### src/rtl/uart_tx_param.sv
// rtl/uart_tx_param.sv - parametrised UART transmitter, fractional baud generator, optional TX FIFO (UART_TX_FIFO_EN)
module uart_tx_param #(
    parameter int CLK_FREQ   = 50000000,
    parameter int BAUD       = 115200,
    parameter int ACC_WIDTH  = 16,
    parameter int DATA_BITS  = 8,
    parameter int PARITY     = 0,
    parameter int STOP_BITS  = 1,
    parameter int FIFO_DEPTH = 16
) (
    input  logic                          clk,
    input  logic                          rst_n,
    input  logic [DATA_BITS-1:0]          tx_data,
    input  logic                          tx_valid,
    output logic                          tx_ready,
    output logic                          txd,
    output logic                          tx_busy,
    output logic [$clog2(FIFO_DEPTH):0]   tx_level
);
    localparam int LW = $clog2(FIFO_DEPTH) + 1;
    localparam logic [63:0] INC64 =
        ((64'(BAUD) << (ACC_WIDTH - 4)) + 64'(CLK_FREQ >> 5)) / 64'(CLK_FREQ >> 4);
    localparam logic [ACC_WIDTH:0] INC = INC64[ACC_WIDTH:0];
    localparam logic [3:0] CNT_LAST  = 4'(DATA_BITS - 1);
    localparam logic       STOP_LAST = 1'(STOP_BITS - 1);

    typedef enum logic [2:0] {S_IDLE, S_START, S_DATA, S_PARITY, S_STOP} state_t;

    state_t                 state, state_nx;
    logic [ACC_WIDTH-1:0]   acc;
    logic [ACC_WIDTH:0]     sum;
    logic                   tick;
    logic [DATA_BITS-1:0]   shreg;
    logic [DATA_BITS-1:0]   load_word;
    logic                   par_bit, par_calc;
    logic [3:0]             bit_cnt;
    logic                   stop_cnt;
    logic                   shift, txd_nx, start_load;
    logic                   word_avail, hold_en;

    assign sum        = {1'b0, acc} + INC;
    assign tick       = sum[ACC_WIDTH];
    assign start_load = (state_nx == S_START) && (state != S_START);
    assign par_calc   = (PARITY == 1) ? ~^load_word : ^load_word;
    assign tx_busy    = (state != S_IDLE) | word_avail;

`ifdef UART_TX_FIFO_EN
    localparam int AW = $clog2(FIFO_DEPTH);
    logic [DATA_BITS-1:0] mem [FIFO_DEPTH];
    logic [AW-1:0]        wr_ptr, rd_ptr;
    logic [LW-1:0]        count;
    logic                 push, pop;

    assign tx_ready   = (count != LW'(FIFO_DEPTH));
    assign push       = tx_valid & tx_ready;
    assign pop        = start_load;
    assign word_avail = (count != '0);
    assign load_word  = mem[rd_ptr];
    assign tx_level   = count;
    assign hold_en    = 1'b0;

    always_ff @(posedge clk or negedge rst_n) begin
        if (!rst_n) begin
            wr_ptr <= '0;
            rd_ptr <= '0;
            count  <= '0;
        end else begin
            if (push) wr_ptr <= wr_ptr + AW'(1);
            if (pop)  rd_ptr <= rd_ptr + AW'(1);
            count <= count + LW'(push) - LW'(pop);
        end
    end

    always_ff @(posedge clk) begin
        if (push) mem[wr_ptr] <= tx_data;
    end
`else
    // The shift register doubles as the one-word holding slot while pending.
    logic pending;

    assign tx_ready   = (state == S_IDLE) & ~pending;
    assign hold_en    = tx_valid & tx_ready;
    assign word_avail = pending;
    assign load_word  = shreg;
    assign tx_level   = '0;

    always_ff @(posedge clk or negedge rst_n) begin
        if (!rst_n)          pending <= 1'b0;
        else if (hold_en)    pending <= 1'b1;
        else if (start_load) pending <= 1'b0;
    end
`endif

    always_comb begin
        state_nx = state;
        shift    = 1'b0;
        case (state)
            S_IDLE:   if (word_avail) state_nx = S_START;
            S_START:  if (tick) state_nx = S_DATA;
            S_DATA: begin
                if (tick) begin
                    if (bit_cnt == CNT_LAST) state_nx = (PARITY != 0) ? S_PARITY : S_STOP;
                    else                     shift = 1'b1;
                end
            end
            S_PARITY: if (tick) state_nx = S_STOP;
            S_STOP: begin
                if (tick && (stop_cnt == STOP_LAST)) state_nx = word_avail ? S_START : S_IDLE;
            end
            default:  state_nx = S_IDLE;
        endcase
    end

    // Line value is computed for the state being entered so txd changes on the same edge.
    always_comb begin
        txd_nx = 1'b1;
        case (state_nx)
            S_START:  txd_nx = 1'b0;
            S_DATA:   txd_nx = shift ? shreg[1] : shreg[0];
            S_PARITY: txd_nx = par_bit;
            default:  txd_nx = 1'b1;
        endcase
    end

    always_ff @(posedge clk or negedge rst_n) begin
        if (!rst_n) begin
            state    <= S_IDLE;
            acc      <= '0;
            txd      <= 1'b1;
            shreg    <= '0;
            par_bit  <= 1'b0;
            bit_cnt  <= '0;
            stop_cnt <= 1'b0;
        end else begin
            state <= state_nx;
            txd   <= txd_nx;
            if (start_load)          acc <= '0;
            else if (state != S_IDLE) acc <= sum[ACC_WIDTH-1:0];
            if (hold_en)             shreg <= tx_data;
            else if (start_load)     shreg <= load_word;
            else if (shift)          shreg <= shreg >> 1;
            if (start_load) begin
                par_bit <= par_calc;
                bit_cnt <= '0;
            end else if (state == S_DATA && tick) begin
                bit_cnt <= bit_cnt + 4'd1;
            end
            if (state != S_STOP)     stop_cnt <= 1'b0;
            else if (tick)           stop_cnt <= stop_cnt + 1'b1;
        end
    end
endmodule

### config.mk
export PLATFORM = sky130hd
export DESIGN_NAME = uart_tx_param
export DESIGN_NICKNAME = d
export VERILOG_FILES = /design/src/rtl/uart_tx_param.sv
export SDC_FILE = /design/constraint.sdc
export NUM_CORES = 1
export LEC_CHECK = 0
export CORE_ASPECT_RATIO = 2
export CORE_MARGIN = 4
export CORE_UTILIZATION = 25
export DETAILED_ROUTE_END_ITERATION = 10
export PLACE_DENSITY = 0.45
export SLEW_MARGIN = 20
export SYNTH_ARGS = -nofsm -noshare
export SYNTH_HDL_FRONTEND = slang
export SYNTH_SLANG_ARGS = --single-unit
### constraint.sdc
create_clock -name clk -period 5.72 [get_ports clk]
set_clock_uncertainty 0.15 [all_clocks]
set_input_delay 0.858 -clock clk [delete_from_list [all_inputs] [get_ports clk]]
set_output_delay 0.858 -clock clk [all_outputs]
set_load 0.05 [all_outputs]
==> results of run 1 <==
==> worst max-delay path by stage <==
stage / to / slack (ps)
floorplan: tx_ready / 3150
global placement: tx_ready / 2820
detailed placement: tx_ready / 2800
CTS: tx_ready / 2480
global route: tx_ready / 2320
finish: tx_ready / 2510
==> cells in the final DEF, fill, tap and decap left out, types with 2 or more instances in the layout <==
cell type,n
nand2b_1,2
a21oi_1,5
and2_1,4
nand3b_1,2
mux2i_1,9
clkbuf_16,5
clkdlybuf4s50_1,12
conb_1,5
and3_1,3
xnor2_1,12
nand2_1,20
nor3_1,3
nand3_1,3
o21ai_1,8
nor2_1,25
o31ai_1,3
nand4_1,3
nor4b_4,2
o21ai_0,3
dfrtp_1,34
clkbuf_1,2
nand2b_4,2
inv_1,7
xor2_1,13
ha_1,2
o41ai_2,2
==> sequential cells by signal, indices dropped and copies added (netlist names) <==
name       cells
acc           16
stop_cnt       1
txd            1
state          3
bit_cnt        4
pending        1
load_word      8
par_bit        1
==> cell type report <==
cell class	instances	share of cell area, %
multi-input cells	142	43.0
inverters	7	1.17
clock buffers	7	5.89
well taps	94	5.23
repair buffers	13	5.56
clock inverters	1	0.222
flip-flops and latches	35	39.0
==> cells by family after synthesis <==
family,count (synthesis),synth area share [%]
DFF,35,45.6
muxes,9,4.68
xor gates and xnor gates,25,11.4
and+or+nand+nor,74,21.1
other,1,0.195
buffers and inverters,17,4.88
adders and majority gates,2,1.30
AOI/OAI and AO/OA,27,10.8
==> critical path: cells and delay by family (launching register included) <==
| family | cells | cell delay (ps) |
|---|---|---|
| flops | 1 | 410 |
| buf+inv | 2 | 1000 |
| simple gates | 2 | 510 |
==> per-stage QoR <==
step	area, µm²	utilization (%)	std cells
2_1_floorplan	1940	-	194
3_3_place_gp	2110	28.0	291
3_5_place_dp	2110	28.0	291
4_1_cts	2250	29.8	299
5_1_grt	2250	29.8	299
6_report	2250	29.8	299
==> routing by layer <==
layer	track usage [%]	up-vias
met5	0	-
met4	5.76	0
met3	1.83	6
met2	18.0	22
met1	9.13	622
li1	-	659
==> report_power, final <==
group	switching (mW)	internal, mW	leakage (nW)
sequential	0	0.248	0.416
clock	0.100	0.161	0.0679
combinational	0.0127	0.00561	0.546
total	0.113	0.414	1.03
==> summary.md, run 1 <==
| Metric | Value |
|---|---|
| Clock slew at reported path FFs | roughly 50 ps |
| Synthesized area | ~1900 µm² |
| Worst Path Required | approximately 4700 ps |
| MaxCap Viol Count | 0 |
| Post-DRT Antenna Nets | 0 |
| Synth area leaders | dfrtp_1, xor2_1, xnor2_1 |
| FF/Latch Area | 877 µm² |
| Initial antenna violation count | 0 |
| Min Tclk post-route | about 3200 ps |
| Worst reg-to-reg path cell count | 8 |
| CP Launch Type | register |
| RR Startpoint | acc[0] |
| Die height | between 100 and 150 µm |
| # setup viols final | 0 |
| Cell Rows | 45 |
| Synth top area share | 44.2% |
| Post-DR vias/cell | roughly 4.4 |
| Clk sinks | 35 |
| RSZ-0062 raised after global routing | no |
| Gr ovfl total | 0 |
| Drt initial violations | 20 |
| ANT cells | 0 |
| Crit-path slowest cell | clkdlybuf4s50_1 |
| Yosys cell types | 39 |
| Register bit total from synthesis | 35 |
| Reg2Reg Setup Slack | ~3200 ps |
| Final nets | between 200 and 250 |
| Ys Warns | 0 |
| Number of global-route vias before repair | about 1400 |
| Post-CTS setup buffers | 0 |
| Crit Path Class | register to output pin |
| Async set or reset register ratio after synthesis | 100% |
| Die area | 9240 µm² |
| CTS tree | done |
| Top-count cell post-synth | dfrtp_1 |
| Syn avg cell area | 10.1 µm² |
| Met2 wirelength from detailed routing | 2.26 mm |
| First-pass GRT wire length | approximately 6.9 mm |
| Crit. Startpoint | state[1] |
| Leak | between 1 and 1.5 nW |
| Rel. slew slack | between 40% and 50% |
| Final Power | between 500 and 600 µW |
| Crit path max fanout | 6 |
| H-tree depth | 2 |
| Maximum VDD drop | 0.234 mV |
| Post-CTS sizing | 0 |
| Wirelength per Cell | between 10 and 15 µm |
| RD Place Congestion | 0.701 |
| Largest net degree at the start of global routing | 36 |
| Hold Startpoint | par_bit |
| Final Hold Vio Count | 0 |
| Area Overhead vs Synth | 17.0% |
| Final setup margin | approximately 2500 ps |
| Worst Hold End | txd |
| Post-synth top cells | dfrtp_1, nor2_1, nand2_1, xor2_1, xnor2_1 |
| I/O pin count | 19 |
| Max Freq | between 0.3 and 0.4 GHz |
| Critical Path End Type | output pin |
| Met1 WL | around 1.4 mm |
| CTS buffer count | 5 |
| Post-DP HPWL | 2.90 mm |
| Total negative slack | 0 ps |
| Fillers | roughly 820 |
| Root Driver | clkbuf_16 |
| Worst EP arrival | 2200 ps |
| Met3 WL post-DR | approximately 110 µm |
| Post-Place Worst Slack | ~2800 ps |
| Post-CTS Hold Buffers | 0 |
| Run status | completed |
| Reg2reg end | txd |
| GRT Resource Usage Total | a little under a tenth |
| Area of the multi-input gates | 967 µm² |
| Post-Route WL | approximately 4 mm |
| Max layer used | met4 |
| EDFF count, synth | 0 |
| IO buf count | 13 |
| Slew Viols, Final | 0 |
| Largest stage delay, worst path | 830 ps |
| Initial Util | between 20 and 30% |
| Die W | 70.0 µm |
| Share of layout cells above drive strength 1 | under 10% |
| Seq/Total Area, Yosys | between 40% and 50% |
| Skew-Pair Late Insertion Delay | around 280 ps |
| Area leader, netlist | dfrtp_1 |
| Routed via count | between 1000 and 1500 |
| Hold Crit Class | register to register |
| DRC viols | 0 |
| Period Utilization, post-route | 56.1% |
| Cell count after synthesis | 190 |
| Worst hold stages | 2 |
| First drt pass iteration count | 4 |
| CTS max path bufs | 2 |
| Core ar. | approximately 7500 µm² |
| Crit-path cells | nor3_1, nand2_1, inv_1, clkdlybuf4s50_1 |
| Hold slack | 356 ps |
| Worst slew pin tran | about 800 ps |
| PD cells | between 200 and 250 nW/µm² |
| Synth Flop Type | dfrtp_1 |
Note: power is estimated with default switching activity, not from simulation.
==> run 2, diff against run 1 <==
==> constraint.sdc (replaced) <==
create_clock -name clk -period 3 [get_ports clk]
set_clock_uncertainty 0.15 [all_clocks]
set_input_delay 0.45 -clock clk [delete_from_list [all_inputs] [get_ports clk]]
set_output_delay 0.45 -clock clk [all_outputs]
set_load 0.05 [all_outputs]
==> run 2 against run 1 <==
Compared with the run above:
- sequential share of layout area is 0.15 points higher
- final area is 0.39% lower
- worst hold slack got worse by 240 ps
- global-route usage is 0.12 points higher
- combinational power is 92% higher
- via count increased by 2.7%
- die area did not move
==> summary.md, run 2 (same netlist as run 1, synthesis figures left out) <==
| Metric | Value |
|---|---|
| Total negative slack | 0 ps (unchanged) |
| Slew Viols, Final | 0 (unchanged) |
| Post-DR vias/cell | 4.53 (+3.4%) |
| Clock slew at reported path FFs | 50 ps (about the same) |
| Most common cell after layout, fill and taps aside | dfrtp_1 |
| Sw Ratio | 21.1% (-0.39 points) |
| I/O pin count | 19 (unchanged) |
| Worst EP arrival | 2150 ps (-50 ps) |
| Switching power | 209 µW (+84%) |
| Crit-path cells | nor3_1, nand2_1, inv_1, clkdlybuf4s50_1 |
| RD Place Congestion | 0.728 (+3.9%) |
| Max Freq | approximately 0.36 GHz |
| Final core utilization | 29.7% (-0.12 points) |
| PD cells | 442 nW/µm² (+89%) |
| Wirelength per Cell | 13.7 µm (+4.3%) |
| Leak | 1.02 nW (-0.50%) |
| First drt pass iteration count | 4 (unchanged) |
| Share of layout cells above drive strength 1 | 8.37% (-0.41 points) |
| Crit. Startpoint | state[0] |
| Final nets | 217 (unchanged) |
| Core ar. | 7540 µm² (unchanged) |
| MaxCap Viol Count | 0 (unchanged) |
| Initial Util | 25.5% (unchanged) |
| CTS tree | done |
| DP Cell Count | 291 (unchanged) |
| Post-DP HPWL | 2.98 mm (+2.8%) |
| Flop pwr share | 47.7% (+0.7 points) |
| # setup viols final | 0 (unchanged) |
| Worst Path Required | 2400 ps (-2310 ps) |
| H-tree depth | 2 (unchanged) |
| Largest stage delay, worst path | 830 ps (about the same) |
| Commonest non-fill, non-tap cells in the layout | dfrtp_1, nor2_1, nand2_1 |
| Run status | completed |
| Skew-Pair Late Insertion Delay | 280 ps (about the same) |
| ANT cells | 0 (unchanged) |
| RSZ-0062 raised after global routing | no |
| Period Utilization, post-route | about nine tenths |
| Family with the most delay on the worst path | buffers and inverters |
| CTS max path bufs | 2 (unchanged) |
| Post-CTS Hold Buffers | 0 (unchanged) |
| Post-Route WL | 4.07 mm (+3.6%) |
| Final Hold Vio Count | 0 (unchanged) |
| Min Tclk post-route | ~2800 ps |
| Crit Path Class | register to output pin |
| Initial antenna violation count | 0 (unchanged) |
| CP Launch Type | register |
| Layout Cells excl Fill | 297 (-0.67%) |
| Number of global-route vias before repair | 1482 (+4.2%) |
| IO buf count | 13 (unchanged) |
| Root Driver | clkbuf_16 |
| Post-DRT Antenna Nets | 0 (unchanged) |
| Crit path max fanout | 6 (unchanged) |
| Clk sinks | 35 (unchanged) |
| GRT Resource Usage Total | 9.64% (+0.12 points) |
| Clock share of power | 48.7% (-0.8 points) |
| Worst slew pin tran | 827 ps (+29.6 ps) |
| Gr ovfl total | 0 (unchanged) |
| Design area | 2240 µm² (-0.39%) |
| Cell area after placement | 2110 µm² (unchanged) |
| Rel. slew slack | 44.8% (-2.0 points) |
| Hold Crit Class | input pin to async pin |
| Die height | 132 µm (unchanged) |
| Drt initial violations | 22 (+10%) |
| Post-CTS setup buffers | 0 (unchanged) |
| Cell Rows | 45 (unchanged) |
| Die area | 9240 µm² (unchanged) |
| Buffers and inverters on the worst path | 2 (unchanged) |
| Maximum VDD drop | 0.356 mV (+53%) |
| Combinational power share | 3.6% (about the same) |
| Power Internal | 782 µW (+89%) |
| Post-CTS sizing | 0 (unchanged) |
| Routed via count | 1344 (+2.7%) |
| Die W | 70.0 µm (unchanged) |
| First-pass GRT wire length | 7.02 mm (+2.2%) |
| Crit-path slowest cell | clkdlybuf4s50_1 |
| Top reg by flops | acc |
| Area Overhead vs Synth | 16.6% |
| Max reg flops | 16 (unchanged) |
| DRC viols | 0 (unchanged) |
| RR Startpoint | acc[0] |
| Critical Path End Type | output pin |
| Largest net degree at the start of global routing | 36 (unchanged) |
| CTS buffer count | 5 (unchanged) |
## run 2: worst paths after layout
path | to | slack, ps | cells after the start
min reg2reg | txd | 350 | 2
min in group clk | txd | 350 | 2
max reg2reg | txd | 560 | 8
max in group asynchronous | load_word[3] | 2050 | 1
min | acc[2] | 120 | 1
max | tx_ready | 250 | 4
## run 2: final cells by class
| cell class | count | area (µm²) |
|---|---|---|
| Tap cell | 94 | 118 |
| Sequential cell | 35 | 877 |
| Inverter | 7 | 26.3 |
| Clock buffer | 6 | 129 |
| Timing Repair Buffer | 13 | 125 |
| Fill cell | 846 | 5300 |
| Multi-Input combinational cell | 142 | 967 |
## run 2: worst reg2reg max path, stage by stage (launching register included)
cell	delay, ps
dfrtp_1	420
inv_1	80
ha_1	210
nand2b_4	90
a211oi_4	430
nand4b_1	470
mux2i_1	300
and2_1	150
mux2i_1	70
## run 2: layer usage
layer	track usage [%]	up-vias	share of wire, %
met3	2.14	8	2.7
met4	4.90	0	2.6
met5	0	-	0
met1	9.25	657	37
li1	-	657	-
met2	18.5	22	58
## run 2: power by group through the flow
stage	sequential, mW	clock, mW	combinational [mW]
after floorplan	0.481	0	0.0188
after global placement	0.481	0	0.0363
after detailed placement	0.481	0	0.0362
after CTS	0.472	0.499	0.0363
after global routing	0.472	0.515	0.0384
final	0.473	0.482	0.0353
## run 2: stage by stage
step | power, mW | hold WS (ps) | setup WS [ps]
floorplan | 0.500 | 4.41 | 841
detailed placement | 0.517 | 351 | 526
CTS | 1.01 | 154 | 210
finish | 0.990 | 120 | 247
global placement | 0.517 | 350 | 528
global route | 1.03 | 188 | 97.7
==> run 3, diff against run 2 <==
--- a/config.mk
+++ b/config.mk
@@ -5,9 +5,11 @@
 export SDC_FILE = /design/constraint.sdc
 export NUM_CORES = 1
 export LEC_CHECK = 0
+export ABC_CLOCK_PERIOD_IN_PS = 3000
 export CORE_ASPECT_RATIO = 2
 export CORE_MARGIN = 4
 export CORE_UTILIZATION = 25
+export CTS_CLUSTER_SIZE = 28
 export DETAILED_ROUTE_END_ITERATION = 10
 export PLACE_DENSITY = 0.45
 export SLEW_MARGIN = 20
==> results of run 3 <==
Final layout, timing and power as in run 2 (identical DEF).
